[src/rtl/mac_reg_bridge.sv]
// Bridges the mac_reset sequencer and a host Avalon-MM master onto the MAC register slave.
// One MAC access in flight at a time, every access bounded by a waitrequest timeout.
module mac_reg_bridge #(
   parameter int unsigned IDLE_GAP       = 2,
   parameter int unsigned TIMEOUT_CYCLES = 1023
) (
   input  logic        clk,
   input  logic        rst,
   input  logic        rst_finish,
   input  logic [7:0]  rst_addr,
   input  logic [31:0] rst_writedata,
   input  logic        rst_rd,
   input  logic        rst_wr,
   output logic        reg_busy,
   output logic [31:0] rst_readdata,
   input  logic [7:0]  host_address,
   input  logic        host_read,
   input  logic        host_write,
   input  logic [31:0] host_writedata,
   output logic [31:0] host_readdata,
   output logic        host_waitrequest,
   output logic [7:0]  mac_address,
   output logic        mac_read,
   output logic        mac_write,
   output logic [31:0] mac_writedata,
   input  logic [31:0] mac_readdata,
   input  logic        mac_waitrequest,
   output logic        timeout_err
);

   localparam int unsigned GapW  = (IDLE_GAP > 2) ? $clog2(IDLE_GAP) : 1;
   localparam int unsigned TimeW = (TIMEOUT_CYCLES > 2) ? $clog2(TIMEOUT_CYCLES) : 1;
   localparam logic [GapW-1:0]  GapLast  = GapW'(IDLE_GAP - 1);
   localparam logic [TimeW-1:0] TimeLast = TimeW'(TIMEOUT_CYCLES - 1);

   typedef enum logic [2:0] {StIdle, StSeqXfer, StHostXfer, StHostAck, StGap} state_e;

   state_e           state_q, state_d;
   logic [GapW-1:0]  gap_cnt_q, gap_cnt_d;
   logic [TimeW-1:0] tmo_cnt_q, tmo_cnt_d;
   logic             reg_busy_q, reg_busy_d;
   logic [31:0]      rst_readdata_q, rst_readdata_d;
   logic [31:0]      host_readdata_q, host_readdata_d;
   logic             host_wait_q, host_wait_d;
   logic [7:0]       mac_address_q, mac_address_d;
   logic             mac_read_q, mac_read_d;
   logic             mac_write_q, mac_write_d;
   logic [31:0]      mac_writedata_q, mac_writedata_d;
   logic             timeout_err_q, timeout_err_d;
   logic             timed_out;

   always_ff @(posedge clk) begin
      if (rst) begin
         state_q         <= StGap;
         gap_cnt_q       <= '0;
         tmo_cnt_q       <= '0;
         reg_busy_q      <= 1'b0;
         rst_readdata_q  <= '0;
         host_readdata_q <= '0;
         host_wait_q     <= 1'b1;
         mac_address_q   <= '0;
         mac_read_q      <= 1'b0;
         mac_write_q     <= 1'b0;
         mac_writedata_q <= '0;
         timeout_err_q   <= 1'b0;
      end else begin
         state_q         <= state_d;
         gap_cnt_q       <= gap_cnt_d;
         tmo_cnt_q       <= tmo_cnt_d;
         reg_busy_q      <= reg_busy_d;
         rst_readdata_q  <= rst_readdata_d;
         host_readdata_q <= host_readdata_d;
         host_wait_q     <= host_wait_d;
         mac_address_q   <= mac_address_d;
         mac_read_q      <= mac_read_d;
         mac_write_q     <= mac_write_d;
         mac_writedata_q <= mac_writedata_d;
         timeout_err_q   <= timeout_err_d;
      end
   end

   // Timeout fires after exactly TIMEOUT_CYCLES strobe cycles with waitrequest high.
   assign timed_out = mac_waitrequest && (tmo_cnt_q == TimeLast);

   always_comb begin
      state_d         = state_q;
      gap_cnt_d       = gap_cnt_q;
      tmo_cnt_d       = tmo_cnt_q;
      reg_busy_d      = reg_busy_q;
      rst_readdata_d  = rst_readdata_q;
      host_readdata_d = host_readdata_q;
      host_wait_d     = host_wait_q;
      mac_address_d   = mac_address_q;
      mac_read_d      = mac_read_q;
      mac_write_d     = mac_write_q;
      mac_writedata_d = mac_writedata_q;
      timeout_err_d   = timeout_err_q;

      unique case (state_q)
         StIdle: begin
            if (!rst_finish && (rst_wr || rst_rd)) begin
               mac_address_d   = rst_addr;
               mac_writedata_d = rst_writedata;
               mac_write_d     = rst_wr;
               mac_read_d      = !rst_wr;
               reg_busy_d      = 1'b1;
               tmo_cnt_d       = '0;
               state_d         = StSeqXfer;
            end else if (rst_finish && (host_write || host_read)) begin
               mac_address_d   = host_address;
               mac_writedata_d = host_writedata;
               mac_write_d     = host_write;
               mac_read_d      = !host_write;
               tmo_cnt_d       = '0;
               state_d         = StHostXfer;
            end
         end
         StSeqXfer, StHostXfer: begin
            if (!mac_waitrequest || timed_out) begin
               mac_read_d  = 1'b0;
               mac_write_d = 1'b0;
               if (timed_out) begin
                  timeout_err_d = 1'b1;
               end
               if (state_q == StSeqXfer) begin
                  if (mac_read_q) begin
                     rst_readdata_d = timed_out ? '0 : mac_readdata;
                  end
                  reg_busy_d = 1'b0;
                  gap_cnt_d  = '0;
                  state_d    = StGap;
               end else begin
                  if (mac_read_q) begin
                     host_readdata_d = timed_out ? '0 : mac_readdata;
                  end
                  host_wait_d = 1'b0;
                  state_d     = StHostAck;
               end
            end else begin
               tmo_cnt_d = tmo_cnt_q + TimeW'(1);
            end
         end
         StHostAck: begin
            host_wait_d = 1'b1;
            gap_cnt_d   = '0;
            state_d     = StGap;
         end
         StGap: begin
            if (gap_cnt_q == GapLast) begin
               state_d = StIdle;
            end else begin
               gap_cnt_d = gap_cnt_q + GapW'(1);
            end
         end
         default: begin
            state_d = StGap;
         end
      endcase
   end

   assign reg_busy         = reg_busy_q;
   assign rst_readdata     = rst_readdata_q;
   assign host_readdata    = host_readdata_q;
   assign host_waitrequest = host_wait_q;
   assign mac_address      = mac_address_q;
   assign mac_read         = mac_read_q;
   assign mac_write        = mac_write_q;
   assign mac_writedata    = mac_writedata_q;
   assign timeout_err      = timeout_err_q;

endmodule

[config.mk]
export PLATFORM = sky130hd
export DESIGN_NAME = mac_reg_bridge
export DESIGN_NICKNAME = d
export VERILOG_FILES = /design/src/rtl/mac_reg_bridge.sv
export SDC_FILE = /design/constraint.sdc
export NUM_CORES = 1
export LEC_CHECK = 0
export CAP_MARGIN = 20
export CORE_MARGIN = 2
export CORE_UTILIZATION = 42
export DETAILED_ROUTE_END_ITERATION = 7
export PLACE_DENSITY = 0.89
export SLEW_MARGIN = 20
export SYNTH_ARGS = -nofsm -noshare
export SYNTH_HDL_FRONTEND = slang
export SYNTH_SLANG_ARGS = --single-unit
[constraint.sdc]
create_clock -name clk -period 2.2 [get_ports clk]
set_input_delay 0.44 -clock clk [delete_from_list [all_inputs] [get_ports clk]]
set_output_delay 0.44 -clock clk [all_outputs]
set_load 0.01 [all_outputs]
## Word level (Yosys, flattened, before mapping)

Cells that the tools add are included.

| cells by class | value |
|---|---|
| add/sub/neg operators | 2 |
| equal/unequal tests | 12 |
| muxes and demuxes | 31 |
| bitwise operators | 1 |
| reductions and logical operators | 26 |

Operator list:

| operator | count |
|---|---|
| $mux W32 | 3 |
| $mux W10 | 3 |
| $pmux W10 S2 | 1 |
| $reduce_and A3 Y1 | 6 |
| $mux W8 | 2 |
| $mux W3 | 5 |
| $ne A2 B2 Y1 const B | 6 |
| $reduce_and A4 Y1 | 3 |
| $mux W1 | 11 |
| $add A10 B1 Y10 const B | 1 |
| $eq A10 B10 Y1 const B | 1 |
| $pmux W3 S3 | 1 |
| $pmux W1 S2 | 4 |
| $eq A3 B2 Y1 const B | 2 |
| $reduce_bool A2 Y1 | 3 |
| $logic_not A1 Y1 | 4 |
| $eq A3 B1 Y1 const B | 1 |
| $eq A3 B3 Y1 const B | 1 |
| $logic_and A1 B1 Y1 | 3 |
| $logic_not A3 Y1 | 1 |
| $logic_or A1 B1 Y1 | 3 |
| $ne A3 B3 Y1 const B | 1 |
| $pmux W1 S3 | 1 |
| $reduce_bool A3 Y1 | 1 |
| 4 further kinds | 4 |

| word-level totals | value |
|---|---|
| register bits | 123 |
| bits of input ports | 120 |
| output and inout port bits | 109 |
| word-level logic and storage cells | 84 |

## Logic depth before layout (Yosys ltp)

| logic depth | value |
|---|---|
| word-level depth | 5 |
| gate-level depth with buffers | 8 |
| gate-level depth less buffers | 7 |

## Least setup slack after synthesis

Ideal clock, no wire load.

| timing path | value |
|---|---|
| path kind | register to register |
| start point | reg tmo_cnt_q[0] |
| end point | reg rst_readdata_q[10], in the netlist rst_readdata[10] |
| library setup time | 117 ps |
| data arrival time | 1,612 ps |
| data required time | 2,083 ps |
| slack | 471 ps |
| stages on the path, launching flop included | 9 |
| buffers on the path | 1 |
| period minus slack after synthesis | 1,729 ps |
| path through | dfxtp_1 inv_1 ha_1 nand4_1 or3_4 nand2_1 a31oi_1 buf_2 a22o_1 |

| between the ends | value |
|---|---|
| cells in the longest elaborated chain, start to end | 4 |
| elaborated cells on any way between the ends | 5 |
| classes of those cells | eq/ne: 1; mux: 1; reduce/logical: 3 |

RTL lines:

| what | line | text |
|---|---|---|
| from (decl) | 40 | `logic [TimeW-1:0] tmo_cnt_q, tmo_cnt_d;` |
| from (signal assigned) | 69 | `tmo_cnt_q <= tmo_cnt_d;` |
| $eq A10 B10 Y1 * | 83 | `assign timed_out = mac_waitrequest && (tmo_cnt_q == TimeLast);` |
| $logic_and A1 B1 Y1 * | 83 |  |
| $logic_or A1 B1 Y1 | 119 | `if (!mac_waitrequest \|\| timed_out) begin` |
| $reduce_and A4 Y1 (no line) | - |  |
| to (signal assigned) | 71 | `rst_readdata_q <= rst_readdata_d;` |
| to (decl) | 42 | `logic [31:0] rst_readdata_q, rst_readdata_d;` |

Every way passes the cells marked *; elsewhere a longest branch is shown, timed or not.
A chain may end at the register's enable or synchronous reset.

## Worst setup path after layout

| timing path | value |
|---|---|
| start point | reg tmo_cnt_q[1] |
| end point | reg host_readdata_q[0], in the netlist host_readdata[0] |

| between the ends | value |
|---|---|
| cells in the longest elaborated chain, start to end | 4 |
| elaborated cells on any way between the ends | 5 |
| classes of those cells | eq/ne: 1; mux: 1; reduce/logical: 3 |

RTL lines:

| what | line | text |
|---|---|---|
| $eq A10 B10 Y1 * | 83 |  |
| $logic_and A1 B1 Y1 * | 83 |  |
| $logic_or A1 B1 Y1 | 119 |  |
| $reduce_and A4 Y1 (no line) | - |  |
| to (signal assigned) | 72 | `host_readdata_q <= host_readdata_d;` |
| to (decl) | 43 | `logic [31:0] host_readdata_q, host_readdata_d;` |

Marks and branches as above.

==> load_flow_metrics.sql <==
INSERT INTO impl_metrics (metric_group, metric, value, unit) VALUES
('timing', 'maxSlewHeadroom', '58.71', '%'),
('final_layout', 'num-nets-final', '836', ''),
('detailed_routing', 'antenna_violating_nets_remaining', '0', ''),
('placement', 'portBuffers', '228', ''),
('detailed_routing', 'detail_route.wl_per_cell', '17.51', 'microns'),
('synth', 'synth.yosys.seq_area_share', '48.93', '%'),
('final_layout', 'stdcell_area', '8118', 'sq um'),
('power_and_ir_drop', 'cellLeakagePower', '3.085', 'nW'),
('detailed_routing', 'detail_route.vias_per_cell', '5.467', ''),
('placement', 'placed_cells', '838', ''),
('critical_path', 'crit_slowest_cell', 'dfxtp_1', ''),
('final_layout', 'filler_cell_count_in_the_final_layout', '798', ''),
('detailed_routing', 'drcViolationCount', '0', ''),
('timing', 'worst_slew_pin_slew', '0.6146', 'ns'),
('critical_path', 'critPathRequiredTime', '2.48', 'ns'),
('clock_network', 'clk_transition_reported_paths', '0.06', 'ns'),
('clock_network', 'clock_tree.root_cell', 'clkbuf_16', ''),
('power_and_ir_drop', 'power_density', '989.7', 'nW/um^2'),
('hold_path', 'hp-start', 'rst', ''),
('floorplanning', 'dieArea', '12870', 'sq um'),
('critical_path', 'worst_reg2reg_path_length_in_cells', '7', ''),
('clock_network', 'h-tree-depth', '4', ''),
('synth', 'syn_area', '5032', 'sq um'),
('critical_path', 'critPathTopFamily', 'simple AND/OR/NAND/NOR gates', ''),
('power_and_ir_drop', 'irDropWorstVdd', '0.7439', 'mV'),
('timing', 'setup_viol', '0', ''),
('timing', 'timing_hold_violations_final', '0', ''),
('floorplanning', 'die-height', '113.5', 'microns'),
('grt', 'first_global_vias', '4908', ''),
('critical_path', 'critPathKind', 'flop to flop', ''),
('grt', 'global_route.overflow_total', '0', ''),
('placement', 'dp.final_hpwl', '10600', 'microns'),
('synth', 'async_reset_ff_share', '0', '%'),
('floorplanning', 'floorplan.io_pins', '229', ''),
('timing', 'crit_path_setup_slack_layout', '0.1937', 'ns'),
('hold_path', 'hold-path-cell-count', '2', ''),
('timing', 'timing.final.crit_share', '91.20', '%'),
('synth', 'yosys_warnings', '0', ''),
('clock_network', 'cts_max_path_buffers', '2', ''),
('critical_path', 'cp.depth', '7', ''),
('final_layout', 'area_growth_synth_to_finish', '61.31', '%'),
('floorplanning', 'die-width', '113.5', 'microns'),
('detailed_routing', 'route.vias.total', '4756', ''),
('synth', 'synthesized_area_per_cell', '10.25', 'sq um'),
('synth', 'synth-edff-count', '0', ''),
('detailed_routing', 'finalWirelength', '15230', 'microns'),
('timing', 'skew_final', '0.01136', 'ns'),
('run_status', 'run_status', 'completed', ''),
('critical_path', 'cp_cell_sequence', 'ha_1, nand4_1, or3_4, a21oi_1, nor2_2, buf_4, a22o_1', ''),
('clock_network', 'cts_resized', '0', ''),
('synth', 'post_synthesis_net_count', '613', ''),
('detailed_routing', 'drt_pass1_iterations', '4', ''),
('hold_path', 'min-delay-path-class', 'primary input to flop', ''),
('floorplanning', 'core-area', '11560', 'sq um'),
('critical_path', 'startpoint_type', 'flop', ''),
('final_layout', 'num_antenna_cells', '0', ''),
('critical_path', 'count_of_buffer_and_inverter_cells_on_the_critical_path', '1', ''),
('final_layout', 'finish.cell_count_without_fillers', '870', ''),
('timing', 'finalMaxSlewViolations', '0', ''),
('placement', 'globalplace.congestion', '0.8458', ''),
('floorplanning', 'floorplan.initialDensity', '43.51', '%'),
('clock_network', 'cts.sinks', '123', ''),
('power_and_ir_drop', 'power', '8.035', 'mW'),
('grt', 'grt_start_max_net_pins', '69', ''),
('placement', 'placed_cell_area', '7517', 'sq um'),
('critical_path', 'timing.critical_path.from', 'tmo_cnt_q[1]', ''),
('clock_network', 'tritoncts', 'yes', ''),
('placement', 'post-place-ws', '-0.01720', 'ns'),
('timing', 'final_hold_slack', '0.4416', 'ns'),
('critical_path', 'worstPathArrival', '2.29', 'ns'),
('floorplanning', 'placement_rows', '39', '');
==> logic make-up after synthesis <==
family	count (synthesis)	synth area share (%)
AO/OA/AOI/OAI	143	23.87
XOR/XNOR	1	0.1741
buffers and inverters	46	4.077
AND/OR/NAND/NOR	133	13.87
multiplexers	43	8.578
adder cells (fa/ha/maj)	2	0.4972
flip-flops	123	48.93
==> routing by layer <==
layer  wire length, microns  track usage (%)  part of all wire (%)
met1                   6159            26.67                    40
met2                   7606            41.52                    50
met3                   1085            7.226                   7.1
met4                    382            9.512                   2.5
met5                      0                0                     0
==> worst register-to-register path, stage by stage, from the launching register on <==
cell and delay, ns:
dfxtp_1 0.39, ha_1 0.18, nand4_1 0.12, or3_4 0.39
a21oi_1 0.19, nor2_2 0.04, buf_4 0.25, a22o_1 0.31
==> sequential cells by signal, summed over array words and instances (netlist names) <==
| signal | count |
|---|---|
| reg_busy | 1 |
| host_readdata | 32 |
| host_waitrequest | 1 |
| timeout_err | 1 |
| mac_writedata | 32 |
| mac_write | 1 |
| state_q | 3 |
| mac_read | 1 |
| mac_address | 8 |
| rst_readdata | 32 |
| gap_cnt_q | 1 |
| tmo_cnt_q | 10 |
==> placed cells by master (no fill, tap or decap), types with 4 or more instances in the layout <==
| cell type | count |
|---|---|
| nor2_1 | 56 |
| nor2b_1 | 33 |
| a22o_1 | 64 |
| clkbuf_16 | 17 |
| a211oi_1 | 21 |
| nand3_1 | 8 |
| clkdlybuf4s50_1 | 227 |
| buf_12 | 5 |
| buf_4 | 13 |
| nor3_1 | 6 |
| a21oi_1 | 15 |
| nand2_1 | 7 |
| inv_1 | 4 |
| mux2i_1 | 42 |
| a211oi_2 | 20 |
| dfxtp_1 | 123 |
| o21ai_0 | 8 |
==> cells in the mapped netlist (8+ instances only) <==
| cell | n | share of area [%] |
|---|---|---|
| dfxtp_1 | 123 | 49 |
| a22o_1 | 64 | 11 |
| nor2_1 | 58 | 4.3 |
| mux2i_1 | 42 | 8.4 |
| nor2b_1 | 33 | 4.1 |
| a211oi_1 | 21 | 3.1 |
| a211oi_2 | 20 | 5.0 |
| buf_2 | 20 | 2.0 |
| clkbuf_1 | 18 | 1.3 |
| a21oi_1 | 15 | 1.5 |
| nand3_1 | 8 | 0.80 |
| o21ai_0 | 8 | 0.80 |
==> where the power goes <==
group	total (mW)	switching, mW	internal [mW]
sequential	2.83	0.251	2.57
combinational	2.39	1.17	1.22
clock	2.82	1.03	1.79
total	8.03	2.45	5.58
==> through the flow <==
stage	setup TNS, ns	utilization (%)
3_3_place_gp	0	65.00
3_5_place_dp	-0.02165	65.00
5_1_grt	0	70.19
4_1_cts	0	70.19
6_report	0	70.19
2_1_floorplan	0	-
==> cell type report <==
type / count / area, sq um / share of cell area [%]
Timing Repair Buffer: 245 / 2470 / 30.43
Sequential cell: 123 / 2462 / 30.33
Inverter: 5 / 18.77 / 0.2312
Tap cell: 143 / 178.9 / 2.204
Clock buffer: 18 / 429.2 / 5.287
Multi-Input combinational cell: 322 / 2387 / 29.41
Clock inverter: 14 / 171.4 / 2.112
==> path summary, 6_finish.rpt <==
check	to	slack, ns
min	timeout_err	0.44
max	host_readdata[0]	0.19
max reg2reg	host_readdata[0]	0.19
min reg2reg	rst_readdata[30]	0.48
Power figures use the tool's default switching activity.
